--- config.mk ---
export PLATFORM = sky130hd
export DESIGN_NAME = flappy_core_n
export DESIGN_NICKNAME = d
export VERILOG_FILES = /design/src/rtl/flappy_pkg.sv /design/src/rtl/flappy_core_n_lfsr16.sv /design/src/rtl/flappy_core_n.sv
export SDC_FILE = /design/constraint.sdc
export NUM_CORES = 1
export LEC_CHECK = 0
export ABC_AREA = 1
export CAP_MARGIN = 25
export CELL_PAD_IN_SITES_DETAIL_PLACEMENT = 1
export CELL_PAD_IN_SITES_GLOBAL_PLACEMENT = 1
export CORE_AREA = 3 3 250 252
export DETAILED_ROUTE_END_ITERATION = 7
export DIE_AREA = 0 0 253 255
export PLACE_DENSITY = 0.95
export SYNTH_ARGS = -nofsm -noshare
export SYNTH_HDL_FRONTEND = slang
export SYNTH_SLANG_ARGS = --single-unit
--- constraint.sdc ---
create_clock -name clk_100ms -period 15.65 [get_ports clk_100ms]
set_input_delay 3.13 -clock clk_100ms [delete_from_list [all_inputs] [get_ports clk_100ms]]
set_output_delay 3.13 -clock clk_100ms [all_outputs]
set_load 0.05 [all_outputs]
--- src/rtl/flappy_pkg.sv ---
// Shared types and constants for the flappy game-state engine.
// Holds the FSM encoding, default geometry, rise/fall constants and a rotate helper.
package flappy_pkg;

    typedef enum logic [1:0] {
        ST_IDLE  = 2'd0,
        ST_RUN   = 2'd1,
        ST_PAUSE = 2'd2,
        ST_DEAD  = 2'd3
    } state_t;

    localparam int N_PIPES_DEF      = 3;
    localparam int PIPE_SPACING_DEF = 210;
    localparam int SCREEN_W_DEF     = 640;
    localparam int PIPE_W_DEF       = 50;
    localparam int PIPE_HEAD_DEF    = 23;
    localparam int BIRD_X_DEF       = 70;
    localparam int BIRD_W_DEF       = 16;
    localparam int BIRD_H_DEF       = 16;
    localparam int FLOOR_Y_DEF      = 464;
    localparam int GAP_MIN_DEF      = 100;
    localparam int GAP_SPAN_DEF     = 50;
    localparam int SPEED_MAX_DEF    = 4;
    localparam int LEVEL_STEP_DEF   = 8;

    localparam int SCREEN_H_PLAY = 330;

    localparam logic [3:0] RISE_FLAP   = 4'd8;
    localparam logic [3:0] RISE_ADD    = 4'd5;
    localparam logic [3:0] RISE_MAX    = 4'd13;
    localparam logic [9:0] FALL_STEP   = 10'd4;
    localparam logic [9:0] BIRD_Y_INIT = 10'd240;

    // Rotate left by n (mod 16): top half of the doubled word after shifting.
    function automatic logic [15:0] rotl16(input logic [15:0] v, input int unsigned n);
        logic [31:0] w;
        w = {v, v} << (n % 16);
        return w[31:16];
    endfunction

endpackage

--- src/rtl/flappy_core_n_lfsr16.sv ---
// 16-bit Fibonacci LFSR (taps 16,14,13,11), advances every tick.
// Synchronous active-low reset loads the seed; never stalls.
module lfsr16 #(
    parameter logic [15:0] SEED = 16'hACE1
) (
    input  logic        clk_100ms,
    input  logic        rst,
    output logic [15:0] o_q
);

    logic [15:0] r_q;
    logic        w_fb;

    assign w_fb = r_q[15] ^ r_q[13] ^ r_q[12] ^ r_q[10];
    assign o_q  = r_q;

    always_ff @(posedge clk_100ms) begin
        if (!rst) r_q <= SEED;
        else      r_q <= {r_q[14:0], w_fb};
    end

endmodule

--- src/rtl/flappy_core_n.sv ---
// Flappy game-state engine: bird, N pipes, score, speed ramp, pause, one tick per 100 ms.
// All outputs registered; edge-to-effect latency 1 tick; no backpressure (free-running tick).
module flappy_core_n
    import flappy_pkg::*;
#(
    parameter int          N_PIPES      = N_PIPES_DEF,
    parameter int          PIPE_SPACING = PIPE_SPACING_DEF,
    parameter int          SCREEN_W     = SCREEN_W_DEF,
    parameter int          PIPE_W       = PIPE_W_DEF,
    parameter int          PIPE_HEAD    = PIPE_HEAD_DEF,
    parameter int          BIRD_X       = BIRD_X_DEF,
    parameter int          BIRD_W       = BIRD_W_DEF,
    parameter int          BIRD_H       = BIRD_H_DEF,
    parameter int          FLOOR_Y      = FLOOR_Y_DEF,
    parameter int          GAP_MIN      = GAP_MIN_DEF,
    parameter int          GAP_SPAN     = GAP_SPAN_DEF,
    parameter int          SPEED_MAX    = SPEED_MAX_DEF,
    parameter int          LEVEL_STEP   = LEVEL_STEP_DEF,
    parameter logic [15:0] LFSR_SEED    = 16'hACE1
) (
    input  logic                    clk_100ms,
    input  logic                    rst,
    input  logic                    start,
    input  logic                    flap,
    input  logic                    pause,
    output logic [1:0]              state,
    output logic [9:0]              bird_y,
    output logic                    bird_rising,
    output logic [10*N_PIPES-1:0]   pipe_x,
    output logic [10*N_PIPES-1:0]   pipe_y,
    output logic [8*N_PIPES-1:0]    pipe_gap,
    output logic [15:0]             score,
    output logic [2:0]              speed,
    output logic                    hit
);

    localparam logic [10:0] L_BIRD_X    = 11'(BIRD_X);
    localparam logic [10:0] L_BIRD_XR   = 11'(BIRD_X + BIRD_W);
    localparam logic [10:0] L_BIRD_H    = 11'(BIRD_H);
    localparam logic [10:0] L_PIPE_W    = 11'(PIPE_W);
    localparam logic [10:0] L_SCREEN_W  = 11'(SCREEN_W);
    localparam logic [9:0]  L_FLOOR     = 10'(FLOOR_Y);
    localparam logic [2:0]  L_SPEED_MAX = 3'(SPEED_MAX);
    localparam logic [15:0] L_LVL_STEP  = 16'(LEVEL_STEP);
    localparam int          Y_SPAN      = SCREEN_H_PLAY - 2 * PIPE_HEAD;

    state_t        r_state, w_state_nxt;
    logic          r_start_d, r_flap_d, r_pause_d, r_hit;
    logic [9:0]    r_bird_y, w_bird_nxt;
    logic [3:0]    r_rise, w_rise_f, w_rise_nxt;
    logic [15:0]   r_score, w_score_nxt, r_level, w_level_nxt, w_lvl_sum;
    logic [16:0]   w_score_sum;
    logic [2:0]    r_speed, w_speed_nxt;
    logic [3:0]    w_pass_cnt;
    logic [15:0]   w_lfsr, w_rsrc;
    logic [N_PIPES-1:0] w_pass, w_pcoll;
    logic          w_start_e, w_flap_e, w_pause_e;
    logic          w_run, w_coll, w_init, w_move;

    lfsr16 #(.SEED(LFSR_SEED)) u_lfsr (
        .clk_100ms (clk_100ms),
        .rst       (rst),
        .o_q       (w_lfsr)
    );

    // During reset the pipes load from the seed, matching what the LFSR will hold.
    assign w_rsrc    = rst ? w_lfsr : LFSR_SEED;

    assign w_start_e = start & ~r_start_d;
    assign w_flap_e  = flap  & ~r_flap_d;
    assign w_pause_e = pause & ~r_pause_d;
    assign w_run     = (r_state == ST_RUN);
    assign w_coll    = (r_bird_y == 10'd0) || (r_bird_y >= L_FLOOR) || (|w_pcoll);
    assign w_init    = w_start_e && ((r_state == ST_IDLE) || (r_state == ST_DEAD));
    assign w_move    = w_run && !w_coll && !w_pause_e;

    always_ff @(posedge clk_100ms) begin
        if (!rst) begin
            r_start_d <= 1'b0;
            r_flap_d  <= 1'b0;
            r_pause_d <= 1'b0;
        end else begin
            r_start_d <= start;
            r_flap_d  <= flap;
            r_pause_d <= pause;
        end
    end

    always_comb begin
        w_state_nxt = r_state;
        case (r_state)
            ST_IDLE:  if (w_start_e) w_state_nxt = ST_RUN;
            ST_RUN: begin
                if (w_coll)         w_state_nxt = ST_DEAD;
                else if (w_pause_e) w_state_nxt = ST_PAUSE;
            end
            ST_PAUSE: if (w_pause_e) w_state_nxt = ST_RUN;
            ST_DEAD:  if (w_start_e) w_state_nxt = ST_RUN;
            default:  w_state_nxt = ST_IDLE;
        endcase
    end

    always_ff @(posedge clk_100ms) begin
        if (!rst) begin
            r_state <= ST_IDLE;
            r_hit   <= 1'b0;
        end else begin
            r_state <= w_state_nxt;
            r_hit   <= w_run && w_coll;
        end
    end

    always_comb begin
        w_rise_f = r_rise;
        if (w_flap_e) begin
            if (r_rise == 4'd0)                  w_rise_f = RISE_FLAP;
            else if (r_rise >= RISE_MAX - RISE_ADD) w_rise_f = RISE_MAX;
            else                                 w_rise_f = r_rise + RISE_ADD;
        end
        w_rise_nxt = 4'd0;
        w_bird_nxt = r_bird_y;
        if (w_rise_f != 4'd0) begin
            w_rise_nxt = w_rise_f - 4'd1;
            w_bird_nxt = (r_bird_y <= {6'd0, w_rise_f}) ? 10'd0 : r_bird_y - {6'd0, w_rise_f};
        end else begin
            w_bird_nxt = (r_bird_y >= L_FLOOR - FALL_STEP) ? L_FLOOR : r_bird_y + FALL_STEP;
        end
    end

    // One speed step per LEVEL_STEP points; the remainder carries into the next level.
    always_comb begin
        w_pass_cnt = 4'd0;
        for (int i = 0; i < N_PIPES; i++) w_pass_cnt = w_pass_cnt + {3'd0, w_pass[i]};
        w_score_sum = {1'b0, r_score} + {13'd0, w_pass_cnt};
        w_score_nxt = w_score_sum[16] ? 16'hFFFF : w_score_sum[15:0];
        w_lvl_sum   = r_level + {12'd0, w_pass_cnt};
        w_level_nxt = w_lvl_sum;
        w_speed_nxt = r_speed;
        if (w_lvl_sum >= L_LVL_STEP) begin
            w_level_nxt = w_lvl_sum - L_LVL_STEP;
            if (r_speed < L_SPEED_MAX) w_speed_nxt = r_speed + 3'd1;
        end
    end

    always_ff @(posedge clk_100ms) begin
        if (!rst || w_init) begin
            r_bird_y <= BIRD_Y_INIT;
            r_rise   <= 4'd0;
            r_score  <= 16'd0;
            r_speed  <= 3'd1;
            r_level  <= 16'd0;
        end else if (w_move) begin
            r_bird_y <= w_bird_nxt;
            r_rise   <= w_rise_nxt;
            r_score  <= w_score_nxt;
            r_speed  <= w_speed_nxt;
            r_level  <= w_level_nxt;
        end
    end

    for (genvar gi = 0; gi < N_PIPES; gi++) begin : g_pipe
        localparam logic [9:0] INIT_X = 10'(PIPE_SPACING * (gi + 1));

        logic [9:0]  r_px, r_py, w_y_new;
        logic [7:0]  r_pg, w_gap_new;
        logic [15:0] w_rnd;
        logic [10:0] w_px, w_px_new, w_py_bot, w_by;
        logic        w_respawn;

        // Per-pipe rotation keeps simultaneous respawns from drawing the same value.
        assign w_rnd     = rotl16(w_rsrc, 3 * gi);
        assign w_y_new   = 10'(PIPE_HEAD + int'(w_rnd) % Y_SPAN);
        assign w_gap_new = 8'(GAP_MIN + int'(w_rnd) % GAP_SPAN);

        assign w_px      = {1'b0, r_px};
        assign w_respawn = (w_px <= {8'd0, r_speed});
        assign w_px_new  = w_respawn ? L_SCREEN_W : w_px - {8'd0, r_speed};
        assign w_pass[gi] = (w_px + L_PIPE_W > L_BIRD_X) && (w_px_new + L_PIPE_W <= L_BIRD_X);

        assign w_by       = {1'b0, r_bird_y};
        assign w_py_bot   = {1'b0, r_py} + {3'd0, r_pg};
        assign w_pcoll[gi] = (L_BIRD_X <= w_px + L_PIPE_W) && (L_BIRD_XR >= w_px) &&
                             ((w_by <= {1'b0, r_py}) || (w_by + L_BIRD_H >= w_py_bot));

        always_ff @(posedge clk_100ms) begin
            if (!rst || w_init) begin
                r_px <= INIT_X;
                r_py <= w_y_new;
                r_pg <= w_gap_new;
            end else if (w_move) begin
                r_px <= w_px_new[9:0];
                if (w_respawn) begin
                    r_py <= w_y_new;
                    r_pg <= w_gap_new;
                end
            end
        end

        assign pipe_x[10*gi +: 10]  = r_px;
        assign pipe_y[10*gi +: 10]  = r_py;
        assign pipe_gap[8*gi +: 8]  = r_pg;
    end

    assign state       = r_state;
    assign bird_y      = r_bird_y;
    assign bird_rising = |r_rise;
    assign score       = r_score;
    assign speed       = r_speed;
    assign hit         = r_hit;

endmodule

==> results <==
worst register-to-register path, delay by kind of cell, from the launching register on:
family / cells / cell delay (ns)
AO/OA/AOI/OAI: 2 / 0.59
flip-flops: 1 / 0.40
XOR/XNOR: 1 / 0.15
AND/OR/NAND/NOR: 46 / 8.18
adder cells (fa/ha/maj): 2 / 0.53
buffers and inverters: 5 / 0.66
registers in the layout (all words and copies together) (netlist names):
signal	flops
u_lfsr.o_q	16
r_rise	4
hit	1
r_pause_d	1
g_pipe.r_py	30
g_pipe.r_pg	24
speed	3
r_start_d	1
r_flap_d	1
g_pipe.r_px	30
bird_y	10
score	16
r_level	16
state	2
routing by layer:
metal	track usage, %	part of all wire (%)	vias up
met5	0.1465	0.023	-
met4	25.13	7.6	4
met1	37.81	38	16240
met3	6.879	6.4	602
li1	-	-	15640
met2	61.37	48	1308
path summary, 6_finish.rpt:
path	startpoint	endpoint	slack, ns	cells past startpoint
setup / recovery	rst	g_pipe[2].r_pg[6]$_DFFE_PP_	1.94	59
hold / removal	r_level[0]$_SDFFE_PP0P_	r_level[0]$_SDFFE_PP0P_	0.48	2
setup reg to reg	u_lfsr.o_q[6]$_SDFF_PN1_	g_pipe[2].r_pg[6]$_DFFE_PP_	4.92	56
hold reg to reg	r_level[0]$_SDFFE_PP0P_	r_level[0]$_SDFFE_PP0P_	0.48	2
layout make-up:
type	count	area (um^2)
clock inverter	12	125.1
sequential	155	3643
clock buffer	20	467.9
multi-input combinational	3819	22480
inverter	686	2651
antenna	1	2.502
fill	8463	28690
timing repair buffer	135	1320
tap	782	978.4
cells in the final DEF, fill, tap and decap left out, types with 23 or more instances in the layout:
| cell | synthesis | routed |
|---|---|---|
| a21oi_1 | 167 | 167 |
| a31oi_1 | 26 | 26 |
| clkdlybuf4s50_1 | 0 | 120 |
| dfxtp_1 | 101 | 101 |
| edfxtp_1 | 54 | 54 |
| ha_1 | 150 | 150 |
| inv_1 | 599 | 599 |
| inv_2 | 60 | 60 |
| nand2_1 | 1285 | 1284 |
| nand2_2 | 204 | 205 |
| nand2_4 | 62 | 62 |
| nand3_1 | 418 | 418 |
| nand3_2 | 71 | 71 |
| nand3_4 | 29 | 29 |
| nand3b_1 | 26 | 26 |
| nand4_1 | 194 | 194 |
| nor2_1 | 394 | 394 |
| nor2_2 | 71 | 71 |
| nor2_4 | 38 | 38 |
| nor3_1 | 28 | 28 |
| o211ai_1 | 26 | 26 |
| o21ai_0 | 150 | 146 |
| o21ai_1 | 23 | 23 |
| xnor2_1 | 55 | 55 |
| xor2_1 | 187 | 187 |
per-stage QoR:
stage               hold slack (ns)  cells  util, %
finish                       0.4773   5610    52.46
global route                 0.5165   5609    52.46
CTS                          0.4774   5607    52.42
detailed placement           0.4604   5575    51.44
global placement             0.4573   5574    51.42
floorplan                    0.4336   4738        -
cells by family after synthesis:
group           share of synthesized area, %
compound gates                         10.57
xor+xnor                               7.519
fa+ha+maj                              7.044
buf+inv                                11.48
flops                                  12.36
simple gates                           51.02
==> reports/metrics.yaml <==
critical_path:
  cp.arrival_ns: 13.95
  cp_num_buf_inv: 9
  cp_slowest_cell: "buf_4"
  cp-end-kind: "register"
  critPathMaxFanout: 30
  critPathMaxStageDelay_ns: 0.52
  cp_common_cell: "nand2_1"
  critPathLaunchType: "input port"
  crit_family: "simple AND/OR/NAND/NOR gates"
  cp.required_ns: 15.89
  worstSetupPathType: "in -> reg"
floorplanning:
  pin_count: 122
  core_mm2: 0.06036
  initial_core_util_pct: 48.85
  die_w_um: 253
  dieArea_mm2: 0.06452
  die_h_um: 255
  fp-row-count: 90
run_status:
  status: "finished clean"
routing:
  wire_per_inst_um: 20.43
  antenna_left: 0
  wl_um: 114600
  num_vias: 33790
  first_pass_iters: 6
  drt-initial-drc-count: 2134
  vias_per_cell: 6.023
  remaining_drc_errors: 0
grt:
  grt_use_total_pct: 34.95
  grt_pass1_wl_um: 184700
  first_global_vias: 35610
  grt_max_degree: 78
  grt.overflow.total: 0
  antenna_found_initial: 4
yosys:
  post-synth-top-area-cell: "nand2_1"
  synth_commonest_cells: "nand2_1 (1,285), inv_1 (599), nand3_1 (418)"
  syn_area_mm2: 0.02949
  synth_edf_count: 54
  syn-num-nets: 4903
  ys_types: 82
  synth_seq_cells: 155
  yosysTopAreaCellShare_pct: 16.36
  async_flop_share_pct: 0
  avgSynthCellArea_um2: 6.224
  synth_cells: 4738
  ys.warnings.count: 0
  synth.top_cells.by_area: "nand2_1 (16%), inv_1 (7.6%), nand3_1 (7.1%)"
  seq_area_frac_synth_pct: 12.36
  synth_most_common_cell: "nand2_1"
  synth-main-ff-cell: "dfxtp_1"
final_layout:
  final_area_mm2: 0.03166
  layout-drive-gt1-share_pct: 14.79
  area_growth_syn_to_layout_pct: 7.383
  fin_nets: 4979
sta:
  rsz0062_at_grt: "no"
  tns_ns: 0
  slew_headroom_pct: 25.77
  tightest_slew_ns: 1.102
  layout_setup_ws_ns: 1.945
  skew_ns: 0.01430
  fmax_mhz: 72.96
  hold_viol: 0
  drv_slew: 0
  period_needed_ns: 13.71
  setup_viol: 0
  fin_crit_sh_pct: 87.57
placement:
  hpwlAfterDp_um: 87070
  dp_slack_ns: 2.284
  numPortBuffers: 121
  gp_congestion: 0.9530
  placed_area_mm2: 0.03105
min_path:
  hold_path.class: "reg -> reg"
clocking:
  cts_buffer_depth: 2
  path_clk_slew_ns: 0.08
  cts-buffers-inserted: 17
  htree_levels: 4
  clkLatencyLatePin_ns: 0.50
  cts_resized: 0
  root_buffer: "clkbuf_16"
  cts_hold_buf: 0
  clkSinkCount: 155
  tritoncts: "built"
  cts_setup_buffers: 0
flow_run:
  maxCapViolCount: 0
Power of run 1 is not shown: default switching activity piles up to over one toggle a cycle in this logic, so the estimate is an artifact.
